[src/rtl/filter_ctrl_pkg.sv]
// Shared definitions for the switched-cap filter phase/event controller:
// sequencer state codes and the event record pushed into the readout FIFO.
package filter_ctrl_pkg;
  localparam logic [2:0] ST_IDLE = 3'd0;
  localparam logic [2:0] ST_P1   = 3'd1;
  localparam logic [2:0] ST_D12  = 3'd2;
  localparam logic [2:0] ST_P2   = 3'd3;
  localparam logic [2:0] ST_D21  = 3'd4;

  localparam int EVT_TS_W = 16;

  typedef struct packed {
    logic                pol;
    logic [EVT_TS_W-1:0] ts;
  } evt_t;
endpackage

[src/rtl/event_fifo.sv]
// Synchronous first-word-fall-through FIFO with occupancy count.
// A push while full is accepted only when a pop frees the head slot in the same cycle.
module event_fifo #(
  parameter int W     = 17,
  parameter int DEPTH = 8,
  localparam int AW   = $clog2(DEPTH)
) (
  input  logic          clk,
  input  logic          rst,
  input  logic          push,
  input  logic [W-1:0]  push_data,
  input  logic          pop,
  output logic [W-1:0]  head,
  output logic          empty,
  output logic          full,
  output logic [AW:0]   count
);
  logic [W-1:0]  mem [DEPTH];
  logic [AW-1:0] wr_ptr, rd_ptr;
  logic          do_push, do_pop;

  assign empty   = (count == '0);
  assign full    = (count == (AW+1)'(DEPTH));
  assign do_pop  = pop & ~empty;
  assign do_push = push & (~full | pop);
  assign head    = mem[rd_ptr];

  always_ff @(posedge clk or posedge rst) begin
    if (rst) begin
      wr_ptr <= '0;
      rd_ptr <= '0;
      count  <= '0;
    end else begin
      if (do_push) wr_ptr <= wr_ptr + AW'(1);
      if (do_pop)  rd_ptr <= rd_ptr + AW'(1);
      case ({do_push, do_pop})
        2'b10:   count <= count + (AW+1)'(1);
        2'b01:   count <= count - (AW+1)'(1);
        default: count <= count;
      endcase
    end
  end

  // Storage needs no reset: entries are only read once counted.
  always_ff @(posedge clk) begin
    if (do_push) mem[wr_ptr] <= push_data;
  end
endmodule

[src/rtl/filter_phase_event_ctrl.sv]
// Two-phase non-overlapping clock sequencer for the switched-cap comparator macro,
// plus frame-end sampling of the comparator into a timestamped event FIFO.
module filter_phase_event_ctrl
  import filter_ctrl_pkg::*;
#(
  parameter int DIV_W       = 8,
  parameter int TS_W        = 16,
  parameter int FIFO_DEPTH  = 8,
  parameter int SYNC_STAGES = 2
) (
  input  logic                          wb_clk_i,
  input  logic                          wb_rst_i,
  input  logic                          en,
  input  logic [DIV_W-1:0]              half_period,
  input  logic [DIV_W-1:0]              dead_time,
  output logic                          phi1,
  output logic                          phi2,
  output logic                          phi1b,
  output logic                          phi2b,
  input  logic                          compout_i,
  input  logic                          pol_i,
  output logic                          evt_valid,
  input  logic                          evt_ready,
  output logic [TS_W:0]                 evt_data,
  output logic [$clog2(FIFO_DEPTH):0]   evt_count,
  output logic                          evt_ovf,
  input  logic                          ovf_clr
);
  logic [2:0]             state;
  logic [DIV_W-1:0]       cnt, hp_l, dt_l, hp_eff, dt_eff;
  logic [SYNC_STAGES-1:0] comp_pipe, pol_pipe;
  logic [TS_W-1:0]        ts;
  logic                   frame_end, push, pop, fifo_empty, fifo_full;

  assign hp_eff    = (half_period == '0) ? DIV_W'(1) : half_period;
  assign dt_eff    = (dead_time   == '0) ? DIV_W'(1) : dead_time;
  assign frame_end = (state == ST_D21) && (cnt == '0);

  // cnt holds remaining cycles minus one in the current phase.
  always_ff @(posedge wb_clk_i or posedge wb_rst_i) begin
    if (wb_rst_i) begin
      state <= ST_IDLE;
      cnt   <= '0;
      hp_l  <= DIV_W'(1);
      dt_l  <= DIV_W'(1);
    end else begin
      case (state)
        ST_IDLE: if (en) begin
          state <= ST_P1;
          hp_l  <= hp_eff;
          dt_l  <= dt_eff;
          cnt   <= hp_eff - DIV_W'(1);
        end
        ST_P1: if (cnt == '0) begin
          state <= ST_D12;
          cnt   <= dt_l - DIV_W'(1);
        end else cnt <= cnt - DIV_W'(1);
        ST_D12: if (cnt == '0) begin
          state <= ST_P2;
          cnt   <= hp_l - DIV_W'(1);
        end else cnt <= cnt - DIV_W'(1);
        ST_P2: if (cnt == '0) begin
          state <= ST_D21;
          cnt   <= dt_l - DIV_W'(1);
        end else cnt <= cnt - DIV_W'(1);
        ST_D21: if (cnt == '0) begin
          if (en) begin
            state <= ST_P1;
            hp_l  <= hp_eff;
            dt_l  <= dt_eff;
            cnt   <= hp_eff - DIV_W'(1);
          end else begin
            state <= ST_IDLE;
          end
        end else cnt <= cnt - DIV_W'(1);
        default: state <= ST_IDLE;
      endcase
    end
  end

  always_ff @(posedge wb_clk_i or posedge wb_rst_i) begin
    if (wb_rst_i) begin
      phi1  <= 1'b0;
      phi2  <= 1'b0;
      phi1b <= 1'b1;
      phi2b <= 1'b1;
    end else begin
      phi1  <= (state == ST_P1);
      phi2  <= (state == ST_P2);
      phi1b <= (state != ST_P1);
      phi2b <= (state != ST_P2);
    end
  end

  always_ff @(posedge wb_clk_i or posedge wb_rst_i) begin
    if (wb_rst_i) begin
      comp_pipe <= '0;
      pol_pipe  <= '0;
      ts        <= '0;
      evt_ovf   <= 1'b0;
    end else begin
      comp_pipe <= {comp_pipe[SYNC_STAGES-2:0], compout_i};
      pol_pipe  <= {pol_pipe[SYNC_STAGES-2:0], pol_i};
      if (frame_end) ts <= ts + TS_W'(1);
      // A fresh drop wins over a clear in the same cycle.
      if (push && fifo_full && !pop) evt_ovf <= 1'b1;
      else if (ovf_clr)              evt_ovf <= 1'b0;
    end
  end

  assign push      = frame_end & comp_pipe[SYNC_STAGES-1];
  assign pop       = evt_valid & evt_ready;
  assign evt_valid = ~fifo_empty;

  event_fifo #(.W(TS_W+1), .DEPTH(FIFO_DEPTH)) u_fifo (
    .clk       (wb_clk_i),
    .rst       (wb_rst_i),
    .push      (push),
    .push_data ({pol_pipe[SYNC_STAGES-1], ts}),
    .pop       (pop),
    .head      (evt_data),
    .empty     (fifo_empty),
    .full      (fifo_full),
    .count     (evt_count)
  );
endmodule
[config.mk]
export PLATFORM = sky130hd
export DESIGN_NAME = filter_phase_event_ctrl
export DESIGN_NICKNAME = d
export VERILOG_FILES = /design/src/rtl/filter_ctrl_pkg.sv /design/src/rtl/event_fifo.sv /design/src/rtl/filter_phase_event_ctrl.sv
export SDC_FILE = /design/constraint.sdc
export NUM_CORES = 1
export LEC_CHECK = 0
export CORE_MARGIN = 2
export CORE_UTILIZATION = 30
export DETAILED_ROUTE_END_ITERATION = 8
export HOLD_SLACK_MARGIN = 0.08
export PLACE_DENSITY = 0.57
export SLEW_MARGIN = 20
export SYNTH_ARGS = -nofsm -noshare
export SYNTH_HDL_FRONTEND = slang
export SYNTH_SLANG_ARGS = --single-unit
[constraint.sdc]
create_clock -name wb_clk_i -period 10.38 [get_ports wb_clk_i]
set_input_delay 2.076 -clock wb_clk_i [delete_from_list [all_inputs] [get_ports wb_clk_i]]
set_output_delay 2.076 -clock wb_clk_i [all_outputs]
set_load 0.005 [all_outputs]
After elaboration in Yosys (flattened, before gate mapping)
Memory sizes are Yosys's and may differ from the RTL's. Index checks and enable logic that the tools add are counted.

Register bits after elaboration: 62. Bits in writable memories: 136. Input port bits: 23. Output and inout bits: 27. Logic and storage cells: 87. Memories kept: 1.

Add/sub/neg operators: 9. Eq/ne operators: 14. Multiplexer cells: 25. Bitwise gates (word level): 7. Reductions and logical operators: 16.

Memories: u_fifo.mem (words 8, bits a word 17, read ports 1, clocked after Yosys merged registers in 0, wr ports 1, line event_fifo.sv:18) `logic [W-1:0] mem [DEPTH];`.

Operator list (count): two-way mux 8 bit (10); case mux 8 bit (2 select lines) (2); case mux 8 bit (4 select lines) (1); subtractor 8 x 1 -> 8 bit (second input constant) (4); zero test 8 bit (3); adder 16 x 1 -> 16 bit (second input constant) (1); two-way mux 3 bit (5); case mux 3 bit (5 select lines) (1); != test 2 bit (second input constant) (4); case mux 4 bit (2 select lines) (1); adder 3 x 1 -> 3 bit (second input constant) (2); == test 3 x 2 -> 1 bit (second input constant) (2); nonzero test 2 bit (3); two-way mux 1 bit (5); AND reduction 5 bit (1); adder 4 x 1 -> 4 bit (second input constant) (1); AND 1 bit (4); == test 4 bit (second input constant) (1); zero test 4 bit (1); nonzero test 4 bit (1); subtractor 4 x 1 -> 4 bit (second input constant) (1); == test 3 x 1 -> 1 bit (second input constant) (1); == test 3 bit (second input constant) (1); logical AND 1 bit (3); 11 further kinds (12).

Logic depth before layout (Yosys ltp)
Gate-level depths: netlist (run 1).

Depth in word-level cells: 7. Depth in mapped cells: 13. Gate-level depth less buffers: 12.

Modules after synthesis
Synthesis (run 1) repeated with hierarchy kept, for this count alone.

Cell total of the unflattened synthesis: 586. Area total of the unflattened synthesis: 8856.0 um^2.

Modules (own cells, without submodules): event_fifo (times used 1, cells each 264, area an instance 5760.5 um^2, seq. area each 4334.2 um^2); filter_phase_event_ctrl (times used 1, cells each 322, area an instance 3095.5 um^2, seq. area each 1306.3 um^2).

Worst setup path after synthesis (run 1)
OpenSTA, ideal clock, no wires.

Path kind: input port to flip-flop. Start point: in evt_ready. End point: mem u_fifo.mem[0][0], enable pin. Setup time: 435 ps. Arrival: 4099 ps. Data required time: 9945 ps. Slack: 5846 ps. Stages: 3. Path buffers: 0. Path through: nand3b_1 nand4_4 nor4_1.

Cells in the longest elaborated chain, start to end: 5.

RTL lines: start, declared (line filter_phase_event_ctrl.sv:23) `input logic evt_ready,`; AND 1 bit (line filter_phase_event_ctrl.sv:112) `assign pop = evt_valid & evt_ready;`; OR 1 bit (line event_fifo.sv:25) `assign do_push = push & (~full | pop);`; AND 1 bit (line event_fifo.sv:25); two-way mux 1 bit (line event_fifo.sv:46) `if (do_push) mem[wr_ptr] <= push_data;`; two-way mux 1 bit (implied by the code) (line event_fifo.sv:46); end, declared (line event_fifo.sv:18).

Every way passes these cells.

Worst setup path after layout (run 1)
Start point: reg u_fifo.rd_ptr[0]. End point: out evt_data[4].

Cells in the longest elaborated chain, start to end: 1.

RTL lines: start, declared (line event_fifo.sv:19) `logic [AW-1:0] wr_ptr, rd_ptr;`; start signal, assigned (line event_fifo.sv:35) `if (do_pop) rd_ptr <= rd_ptr + AW'(1);`; memory read (8 x 17 bit); end, declared (line filter_phase_event_ctrl.sv:24) `output logic [TS_W:0] evt_data,`.

Every way passes these cells.

==> results.sh, run 1 <==
export IMPL_status="finished clean"
export IMPL_vdd_drop_max_uv=88.0
export IMPL_endpoint_kind="output pin"
export IMPL_power_switching_uw=736
export IMPL_layout_commonest_cell="edfxtp_1"
export IMPL_synth_edff_count=136
export IMPL_rows=61
export IMPL_syn_num_nets=606
export IMPL_start_util_pct=30.7
export IMPL_slew_headroom_pct=27.4
export IMPL_numClockSinks=198
export IMPL_seqPwrFrac_pct=45.4
export IMPL_mostFrequentLayoutCells="edfxtp_1, nand2_1, dfrtp_1"
export IMPL_hold_buffers=0
export IMPL_hold_viol=0
export IMPL_antenna_found_initial=1
export IMPL_vias=4929
export IMPL_post_route_drc_count=0
export IMPL_crit_slowest_cell="dfrtp_2"
export IMPL_max_stage_delay_ns=0.58
export IMPL_post_place_ws_ns=5.79
export IMPL_clkPwrFrac_pct=28.9
export IMPL_syn_area_mm2=0.00860
export IMPL_timing_fmax_mhz=201
export IMPL_area_growth_pct=18.4
export IMPL_synth_cell_types=60
export IMPL_syn_instance_count=571
export IMPL_ys_dominant_reg_cell="edfxtp_1"
export IMPL_arrival_ns=2.90
export IMPL_drt_pass1_iter_count=5
export IMPL_post_cts_setup_buffers=0
export IMPL_die_w_um=173
export IMPL_rsz0062_at_grt="no"
export IMPL_finalSetupViolCount=0
export IMPL_drive_above_1_share_pct=18.2
export IMPL_internal_power_uw=1570
export IMPL_clock_latency_ns=0.43
export IMPL_period_share_pct=48.0
export IMPL_critical_path_cell_chain="buf_4, mux4_2, mux2_2, clkdlybuf4s50_1"
export IMPL_wl_met3_um=888
export IMPL_finalWeightedCongestion=0.845
export IMPL_p_comb_share_pct=25.7
export IMPL_nFillCells=2625
export IMPL_cts_made_buffers=17
export IMPL_register_area_mm2=0.00564
export IMPL_path_class="reg -> out"
export IMPL_wl_met2_um=9150
export IMPL_cts_max_level=4
export IMPL_async_flop_share_pct=31.3
export IMPL_dpl_hpwl_um=11300
export IMPL_worstMarginPinSlew_ns=1.08
export IMPL_overflow=0
export IMPL_n_antenna_cell=0
export IMPL_io_pins=50
export IMPL_path_delay_family="buffers and inverters"
export IMPL_synth_warnings=0
export IMPL_die_area_mm2=0.0300
export IMPL_p_leak_uw=0.00393
export IMPL_hold_path_class="reg -> reg"
export IMPL_slew_violations=0
export IMPL_setup_tns_ns=0
export IMPL_fin_crit_ns=4.98
export IMPL_crit_path_max_fanout=26
export IMPL_ys_ff_latch=198
export IMPL_grt_pass1_wl_um=29500
export IMPL_p_per_area_mw_per_mm2=226
export IMPL_grt_usage_pct=12.6
export IMPL_routed_via_density=4.83
export IMPL_critPathRequiredTime_ns=8.30
export IMPL_coreArea_mm2=0.0280
export IMPL_synth_avg_cell_area_um2=15.1
export IMPL_drt_initial_drc_count=465
export IMPL_routed_wl_um=18300
export IMPL_fin_ws_ns=5.40
export IMPL_cts_tree="yes"
export IMPL_root_buffer="clkbuf_16"
export IMPL_crit_buf_inv=2
export IMPL_postCtsResizedCells=0
export IMPL_wl_per_cell_um=17.9
export IMPL_grt_pass1_vias=5274
export IMPL_clock_path_buffers=2
export IMPL_startpoint_type="flip-flop"
export IMPL_nNetsFinal=664
export IMPL_met1_length_um=8020
export IMPL_ys_seq_area_share_pct=65.6
export IMPL_highest_layer="met5"
export IMPL_switching_share_pct=31.9
export IMPL_die_h_um=173
export IMPL_io_buffers=49
export IMPL_multi_input_area_mm2=0.00280
export IMPL_finClkSkew_ns=0.0137
export IMPL_ant_nets=0
export IMPL_cts_clk_slew_worst_paths_ns=0.08
export IMPL_grt_max_degree=63
export IMPL_cap_violations=0
-- cell usage after synthesis (3+ instances only) --
| library cell | count | share of area [%] |
|---|---|---|
| ha_1 | 11 | 1.6 |
| o21ai_0 | 19 | 1.1 |
| or4_1 | 5 | 0.44 |
| nand4_1 | 3 | 0.22 |
| nand2_1 | 60 | 2.6 |
| o22ai_1 | 3 | 0.22 |
| nor2_1 | 22 | 0.96 |
| xnor2_1 | 23 | 2.3 |
| nand3_1 | 8 | 0.47 |
| nor4_1 | 5 | 0.36 |
| edfxtp_1 | 136 | 47 |
| buf_2 | 9 | 0.52 |
| mux4_2 | 34 | 8.9 |
| and2_1 | 3 | 0.22 |
| or3_1 | 3 | 0.22 |
| a21o_1 | 3 | 0.26 |
| mux2_2 | 19 | 2.5 |
| clkbuf_1 | 8 | 0.35 |
| o31ai_1 | 3 | 0.26 |
| nor3_1 | 11 | 0.64 |
| nand2b_1 | 11 | 0.80 |
| buf_1 | 3 | 0.13 |
| a22oi_1 | 6 | 0.52 |
| or2_2 | 3 | 0.22 |
| xor2_1 | 18 | 1.8 |
| dfrtp_1 | 58 | 17 |
| nor3b_1 | 7 | 0.61 |
| dfstp_2 | 4 | 1.2 |
| a21oi_1 | 9 | 0.52 |
| a221oi_1 | 3 | 0.31 |
| a31oi_1 | 3 | 0.22 |
| inv_1 | 20 | 0.87 |
-- logic make-up after synthesis --
group                    share of synthesized area [%]
adder cells (fa/ha/maj)                           1.83
multiplexers                                      11.8
XOR/XNOR                                          4.18
AND/OR/NAND/NOR                                   9.50
AO/OA/AOI/OAI                                     5.09
flip-flops                                        65.6
buffers and inverters                             2.05
-- through the flow --
stage	std cells	utilization, %	power [uW]	hold slack, ns	cell area, um2
2_1_floorplan	571	-	1440	0.331	8600
3_3_place_gp	987	34.2	1640	0.335	9570
3_5_place_dp	987	34.2	1660	0.335	9570
4_1_cts	1019	36.3	2330	0.348	10200
5_1_grt	1020	36.4	2440	0.362	10200
6_report	1020	36.4	2310	0.347	10200
-- cell type report --
cell class / instances / area share (%)
Clock buffer: 18 / 4.21
Clock inverter: 14 / 1.71
Inverter: 20 / 0.737
Multi-Input combinational cell: 331 / 27.5
Sequential cell: 198 / 55.4
Tap cell: 378 / 4.64
Timing Repair Buffer: 61 / 5.77
-- path summary, 6_finish.rpt --
check                                                   from                           end  slack [ns]  cells after the start
worst max-delay path            u_fifo.rd_ptr[0]$_DFFE_PP0P_                   evt_data[4]        5.40                      4
worst min register to register         pol_pipe[0]$_DFF_PP0_         pol_pipe[1]$_DFF_PP0_        0.35                      0
max in group asynchronous                           wb_rst_i  u_fifo.rd_ptr[0]$_DFFE_PP0P_        7.58                      3
worst max register to register            cnt[0]$_DFFE_PP0P_   u_fifo.count[3]$_DFFE_PP0P_        6.97                     12
worst min-delay path                   pol_pipe[0]$_DFF_PP0_         pol_pipe[1]$_DFF_PP0_        0.35                      0
min in group asynchronous                           wb_rst_i           hp_l[1]$_DFFE_PP0P_        2.20                      3
-- sequential cells by signal, summed over array words and instances, names as in the netlist, 3 cells and up --
name	cells
ts	16
state	3
hp_l	8
u_fifo.wr_ptr	3
cnt	8
u_fifo.rd_ptr	3
u_fifo.mem	136
dt_l	8
u_fifo.count	4
-- power by group through the flow --
stage	clock, uW	combinational, uW	sequential [uW]
global placement	0	574	1070
detailed placement	0	584	1080
floorplan	0	463	978
finish	666	593	1050
CTS	685	586	1060
global route	716	661	1070
-- per-layer routing --
metal	vias up	GRT usage (%)
met5	-	0
met4	2	3.11
met3	19	3.29
met2	145	21.4
met1	2499	16.2
li1	2264	-
Note: power is estimated with default switching activity, not from simulation.
==> inputs of run 2 (changes only) <==
==> constraint.sdc (replaced) <==
create_clock -name wb_clk_i -period 4.9 [get_ports wb_clk_i]
set_input_delay 0.98 -clock wb_clk_i [delete_from_list [all_inputs] [get_ports wb_clk_i]]
set_output_delay 0.98 -clock wb_clk_i [all_outputs]
set_load 0.005 [all_outputs]
==> results.sh, run 2 (synthesized netlist as in run 1, its figures left out) <==
export IMPL_wl_per_cell_um=17.4
export IMPL_grt_usage_pct=12.0
export IMPL_nFillCells=2659
export IMPL_clkPwrFrac_pct=28.8
export IMPL_clock_path_buffers=2
export IMPL_root_buffer="clkbuf_16"
export IMPL_p_per_area_mw_per_mm2=479
export IMPL_dpl_hpwl_um=11100
export IMPL_postCtsResizedCells=0
export IMPL_stdcell_count=1020
export IMPL_status="finished clean"
export IMPL_post_place_ws_ns=1.46
export IMPL_fin_ws_ns=1.08
export IMPL_cts_clk_slew_worst_paths_ns=0.08
export IMPL_cap_violations=0
export IMPL_routed_via_density=4.94
export IMPL_n_antenna_cell=0
export IMPL_fin_crit_ns=3.82
export IMPL_cts_max_level=4
export IMPL_antenna_found_initial=1
export IMPL_reg_top3="u_fifo.mem x136, ts x16"
export IMPL_internal_power_uw=3320
export IMPL_finalWeightedCongestion=0.842
export IMPL_numClockSinks=198
export IMPL_drt_initial_drc_count=373
export IMPL_layout_commonest_cell="edfxtp_1"
export IMPL_overflow=0
export IMPL_finalPower_uw=4880
export IMPL_nNetsFinal=664
export IMPL_grt_pass1_wl_um=27900
export IMPL_finalSetupViolCount=0
export IMPL_period_share_pct=77.9
export IMPL_cts_tree="yes"
export IMPL_cts_made_buffers=17
export IMPL_seqPwrFrac_pct=46.3
export IMPL_arrival_ns=2.84
export IMPL_vias=5039
export IMPL_io_pins=50
export IMPL_largest_register_ffs=136
export IMPL_placed_cells=988
export IMPL_routed_wl_um=17800
export IMPL_path_class="reg -> out"
export IMPL_p_comb_share_pct=24.9
export IMPL_reg2reg_slack_ns=1.59
export IMPL_hold_viol=0
export IMPL_setup_tns_ns=0
export IMPL_startpoint_type="flip-flop"
export IMPL_slew_violations=0
export IMPL_hold_path_class="reg -> reg"
export IMPL_die_h_um=173
export IMPL_grt_max_degree=49
export IMPL_grt_pass1_vias=5101
export IMPL_rows=61
export IMPL_ant_nets=0
export IMPL_coreArea_mm2=0.0280
export IMPL_die_area_mm2=0.0300
export IMPL_slew_headroom_pct=28.5
export IMPL_fin_util_pct=36.4
export IMPL_worstMarginPinSlew_ns=1.07
export IMPL_crit_path_max_fanout=18
export IMPL_clock_latency_ns=0.44
export IMPL_largest_register="u_fifo.mem"
export IMPL_vdd_drop_max_uv=229
export IMPL_hold_buffers=0
export IMPL_switching_share_pct=31.9
export IMPL_timing_fmax_mhz=262
export IMPL_critPathRequiredTime_ns=3.92
export IMPL_p_leak_uw=0.00393
export IMPL_mostFrequentLayoutCells="edfxtp_1, nand2_1, dfrtp_1"
export IMPL_drive_above_1_share_pct=18.5
export IMPL_die_w_um=173
export IMPL_power_switching_uw=1560
export IMPL_start_util_pct=30.7
export IMPL_rsz0062_at_grt="no"
export IMPL_post_cts_setup_buffers=0
export IMPL_post_route_drc_count=0
export IMPL_finClkSkew_ns=0.0113
export IMPL_area_growth_pct=18.4
export IMPL_drt_pass1_iter_count=5
export IMPL_endpoint_kind="output pin"
export IMPL_io_buffers=49
run 2: cell type report:
cell class,instances,area (um2),share of cell area [%]
clock buffer,17,425,4.18
tap,378,473,4.64
sequential,198,5640,55.4
multi-input combinational,331,2810,27.6
timing repair buffer,61,581,5.70
inverter,20,76.3,0.749
clock inverter,15,179,1.76
run 2: final timing paths:
kind	from	end	depth (start not counted)
setup / recovery	u_fifo.rd_ptr[0]$_DFFE_PP0P_	evt_data[11]	4
hold / removal	comp_pipe[0]$_DFF_PP0_	comp_pipe[1]$_DFF_PP0_	0
setup reg to reg	cnt[0]$_DFFE_PP0P_	u_fifo.count[3]$_DFFE_PP0P_	12
hold reg to reg	comp_pipe[0]$_DFF_PP0_	comp_pipe[1]$_DFF_PP0_	0
max in group asynchronous	wb_rst_i	pol_pipe[1]$_DFF_PP0_	3
min in group asynchronous	wb_rst_i	phi2$_DFF_PP0_	2
run 2: metrics by stage:
| stage | hold slack (ns) | instance area, um2 |
|---|---|---|
| 2_1_floorplan | 0.331 | 8600 |
| 3_3_place_gp | 0.340 | 9580 |
| 3_5_place_dp | 0.336 | 9580 |
| 4_1_cts | 0.356 | 10200 |
| 5_1_grt | 0.366 | 10200 |
| 6_report | 0.356 | 10200 |
run 2: power groups by stage:
stage / combinational [uW] / sequential (uW) / clock [uW]
2_1_floorplan: 980 / 2070 / 0
3_3_place_gp: 1200 / 2290 / 0
3_5_place_dp: 1230 / 2300 / 0
4_1_cts: 1230 / 2270 / 1440
5_1_grt: 1340 / 2300 / 1510
6_report: 1220 / 2260 / 1410
run 2: layer usage:
metal	GRT usage (%)	vias up	share of wire (%)
li1	-	2285	-
met5	0	-	0.073
met1	15.2	2555	43
met2	19.5	154	49
met3	3.27	43	4.8
met4	5.26	2	3.0
run 2: critical path: stages, from the launching register on:
cell	delay [ns]
dfrtp_2	0.78
buf_4	0.35
mux4_2	0.53
mux2_2	0.28
clkdlybuf4s50_1	0.46
==> inputs of run 3 (changes only) <==
==> constraint.sdc (replaced) <==
create_clock -name wb_clk_i -period 3.8 [get_ports wb_clk_i]
set_input_delay 0.76 -clock wb_clk_i [delete_from_list [all_inputs] [get_ports wb_clk_i]]
set_output_delay 0.76 -clock wb_clk_i [all_outputs]
set_load 0.005 [all_outputs]
==> results.sh, run 3 (synthesized netlist as in run 1, its figures left out) <==
export IMPL_nNetsFinal=670
export IMPL_hold_viol=0
export IMPL_hold_buffers=0
export IMPL_finalWeightedCongestion=0.830
export IMPL_crit_path_max_fanout=19
export IMPL_hold_path_class="reg -> reg"
export IMPL_slew_headroom_pct=32.3
export IMPL_crit_slowest_cell="mux4_2"
export IMPL_path_delay_family="multiplexers"
export IMPL_grt_usage_pct=12.4
export IMPL_cap_violations=0
export IMPL_die_h_um=173
export IMPL_drt_initial_drc_count=477
export IMPL_die_area_mm2=0.0300
export IMPL_fin_ws_ns=0.582
export IMPL_critPathRequiredTime_ns=3.04
export IMPL_ant_nets=0
export IMPL_path_class="reg -> out"
export IMPL_start_util_pct=30.7
export IMPL_rows=61
export IMPL_post_cts_setup_buffers=0
export IMPL_grt_pass1_wl_um=29000
export IMPL_layout_commonest_cell="edfxtp_1"
export IMPL_crit_buf_inv=2
export IMPL_postPlaceCellArea_mm2=0.00962
export IMPL_setup_tns_ns=0
export IMPL_p_leak_uw=0.00395
export IMPL_coreArea_mm2=0.0280
export IMPL_vias=4915
export IMPL_post_route_drc_count=0
export IMPL_clock_latency_ns=0.44
export IMPL_reg_top3="u_fifo.mem x136, ts x16"
export IMPL_critical_path_cell_chain="buf_4, mux4_2, mux2_2, clkdlybuf4s50_1"
export IMPL_cts_made_buffers=17
export IMPL_n_antenna_cell=0
export IMPL_startpoint_type="flip-flop"
export IMPL_crit_start="u_fifo.rd_ptr[0]$_DFFE_PP0P_"
export IMPL_status="finished clean"
export IMPL_worst_path_stages=4
export IMPL_finalSetupViolCount=0
export IMPL_reg2reg_from="cnt[0]$_DFFE_PP0P_"
export IMPL_routed_wl_um=18200
export IMPL_dpl_hpwl_um=11700
export IMPL_grt_max_degree=36
export IMPL_largest_register="u_fifo.mem"
export IMPL_overflow=0
export IMPL_clock_path_buffers=2
export IMPL_cts_tree="yes"
export IMPL_period_share_pct=84.7
export IMPL_io_pins=50
export IMPL_area_growth_pct=18.6
export IMPL_hold_path_depth=0
export IMPL_io_buffers=49
export IMPL_timing_fmax_mhz=311
export IMPL_drt_pass1_iter_count=5
export IMPL_finalPower_uw=6270
export IMPL_vdd_drop_max_uv=303
export IMPL_numClockSinks=198
export IMPL_nFillCells=2674
export IMPL_mostFrequentLayoutCells="edfxtp_1, nand2_1, dfrtp_1"
export IMPL_worstMarginPinSlew_ns=1.01
export IMPL_postCtsResizedCells=0
export IMPL_largest_register_ffs=136
export IMPL_fin_crit_ns=3.22
export IMPL_cts_clk_slew_worst_paths_ns=0.07
export IMPL_r2r_end="u_fifo.count[3]$_DFFE_PP0P_"
export IMPL_p_per_area_mw_per_mm2=615
export IMPL_multi_input_area_mm2=0.00280
export IMPL_worstSetupEndpoint="evt_data[2]"
export IMPL_postLayoutCellArea_mm2=0.0102
export IMPL_reg2reg_slack_ns=0.92
export IMPL_die_w_um=173
export IMPL_fin_util_pct=36.4
export IMPL_routed_via_density=4.79
export IMPL_root_buffer="clkbuf_16"
export IMPL_finClkSkew_ns=0.0152
export IMPL_arrival_ns=2.46
export IMPL_rsz0062_at_grt="no"
export IMPL_endpoint_kind="output pin"
export IMPL_reg2regPathDepth=12
export IMPL_slew_violations=0
export IMPL_max_stage_delay_ns=0.55
export IMPL_antenna_found_initial=1
export IMPL_cts_max_level=4
export IMPL_register_area_mm2=0.00564
export IMPL_wl_per_cell_um=17.7
export IMPL_grt_pass1_vias=5177
export IMPL_drive_above_1_share_pct=18.7
export IMPL_post_place_ws_ns=0.666
## run 3: changes by cell type in the layout (fill, tap and decap cells not counted), sizes merged
| cell | delta |
|---|---|
| buf | +6 |
| inv | +2 |
| clkinv | -1 |
| clkinvlp | -1 |
## run 3: final cells by class
cell class                 instances  share of cell area, %
sequential                       198                   55.3
multi-input combinational        331                   27.5
tap                              378                   4.64
inverter                          20                  0.736
clock inverter                    15                   1.48
clock buffer                      17                   4.17
timing repair buffer              67                   6.14
## run 3: stage by stage
stage / hold slack, ns / std cells
after global routing: 0.369 / 1026
after CTS: 0.357 / 1026
after floorplan: 0.331 / 571
final: 0.356 / 1026
after detailed placement: 0.341 / 994
after global placement: 0.334 / 994
## run 3: where the power goes
part / internal (uW) / leakage, uW / switching (uW)
registers: 2480 / 0.00226 / 271
logic: 924 / 0.00141 / 837
clock network: 879 / 0.000284 / 880
## run 3: worst min path at each step
| stage | startpoint | end | slack (ns) |
|---|---|---|---|
| after detailed placement | comp_pipe[0]$_DFF_PP0_ | comp_pipe[1]$_DFF_PP0_ | 0.34 |
| final | comp_pipe[0]$_DFF_PP0_ | comp_pipe[1]$_DFF_PP0_ | 0.36 |
| after CTS | comp_pipe[0]$_DFF_PP0_ | comp_pipe[1]$_DFF_PP0_ | 0.36 |
| after floorplan | comp_pipe[0]$_DFF_PP0_ | comp_pipe[1]$_DFF_PP0_ | 0.33 |
| after global routing | pol_pipe[0]$_DFF_PP0_ | pol_pipe[1]$_DFF_PP0_ | 0.37 |
| after global placement | comp_pipe[0]$_DFF_PP0_ | comp_pipe[1]$_DFF_PP0_ | 0.33 |
## run 3: metal layers
metal	global-route usage, %	part of all wire, %	vias up
li1	-	-	2296
met1	15.7	44	2484
met2	21.2	50	117
met3	3.09	4.5	16
met4	3.50	0.84	2
met5	0	0.088	-
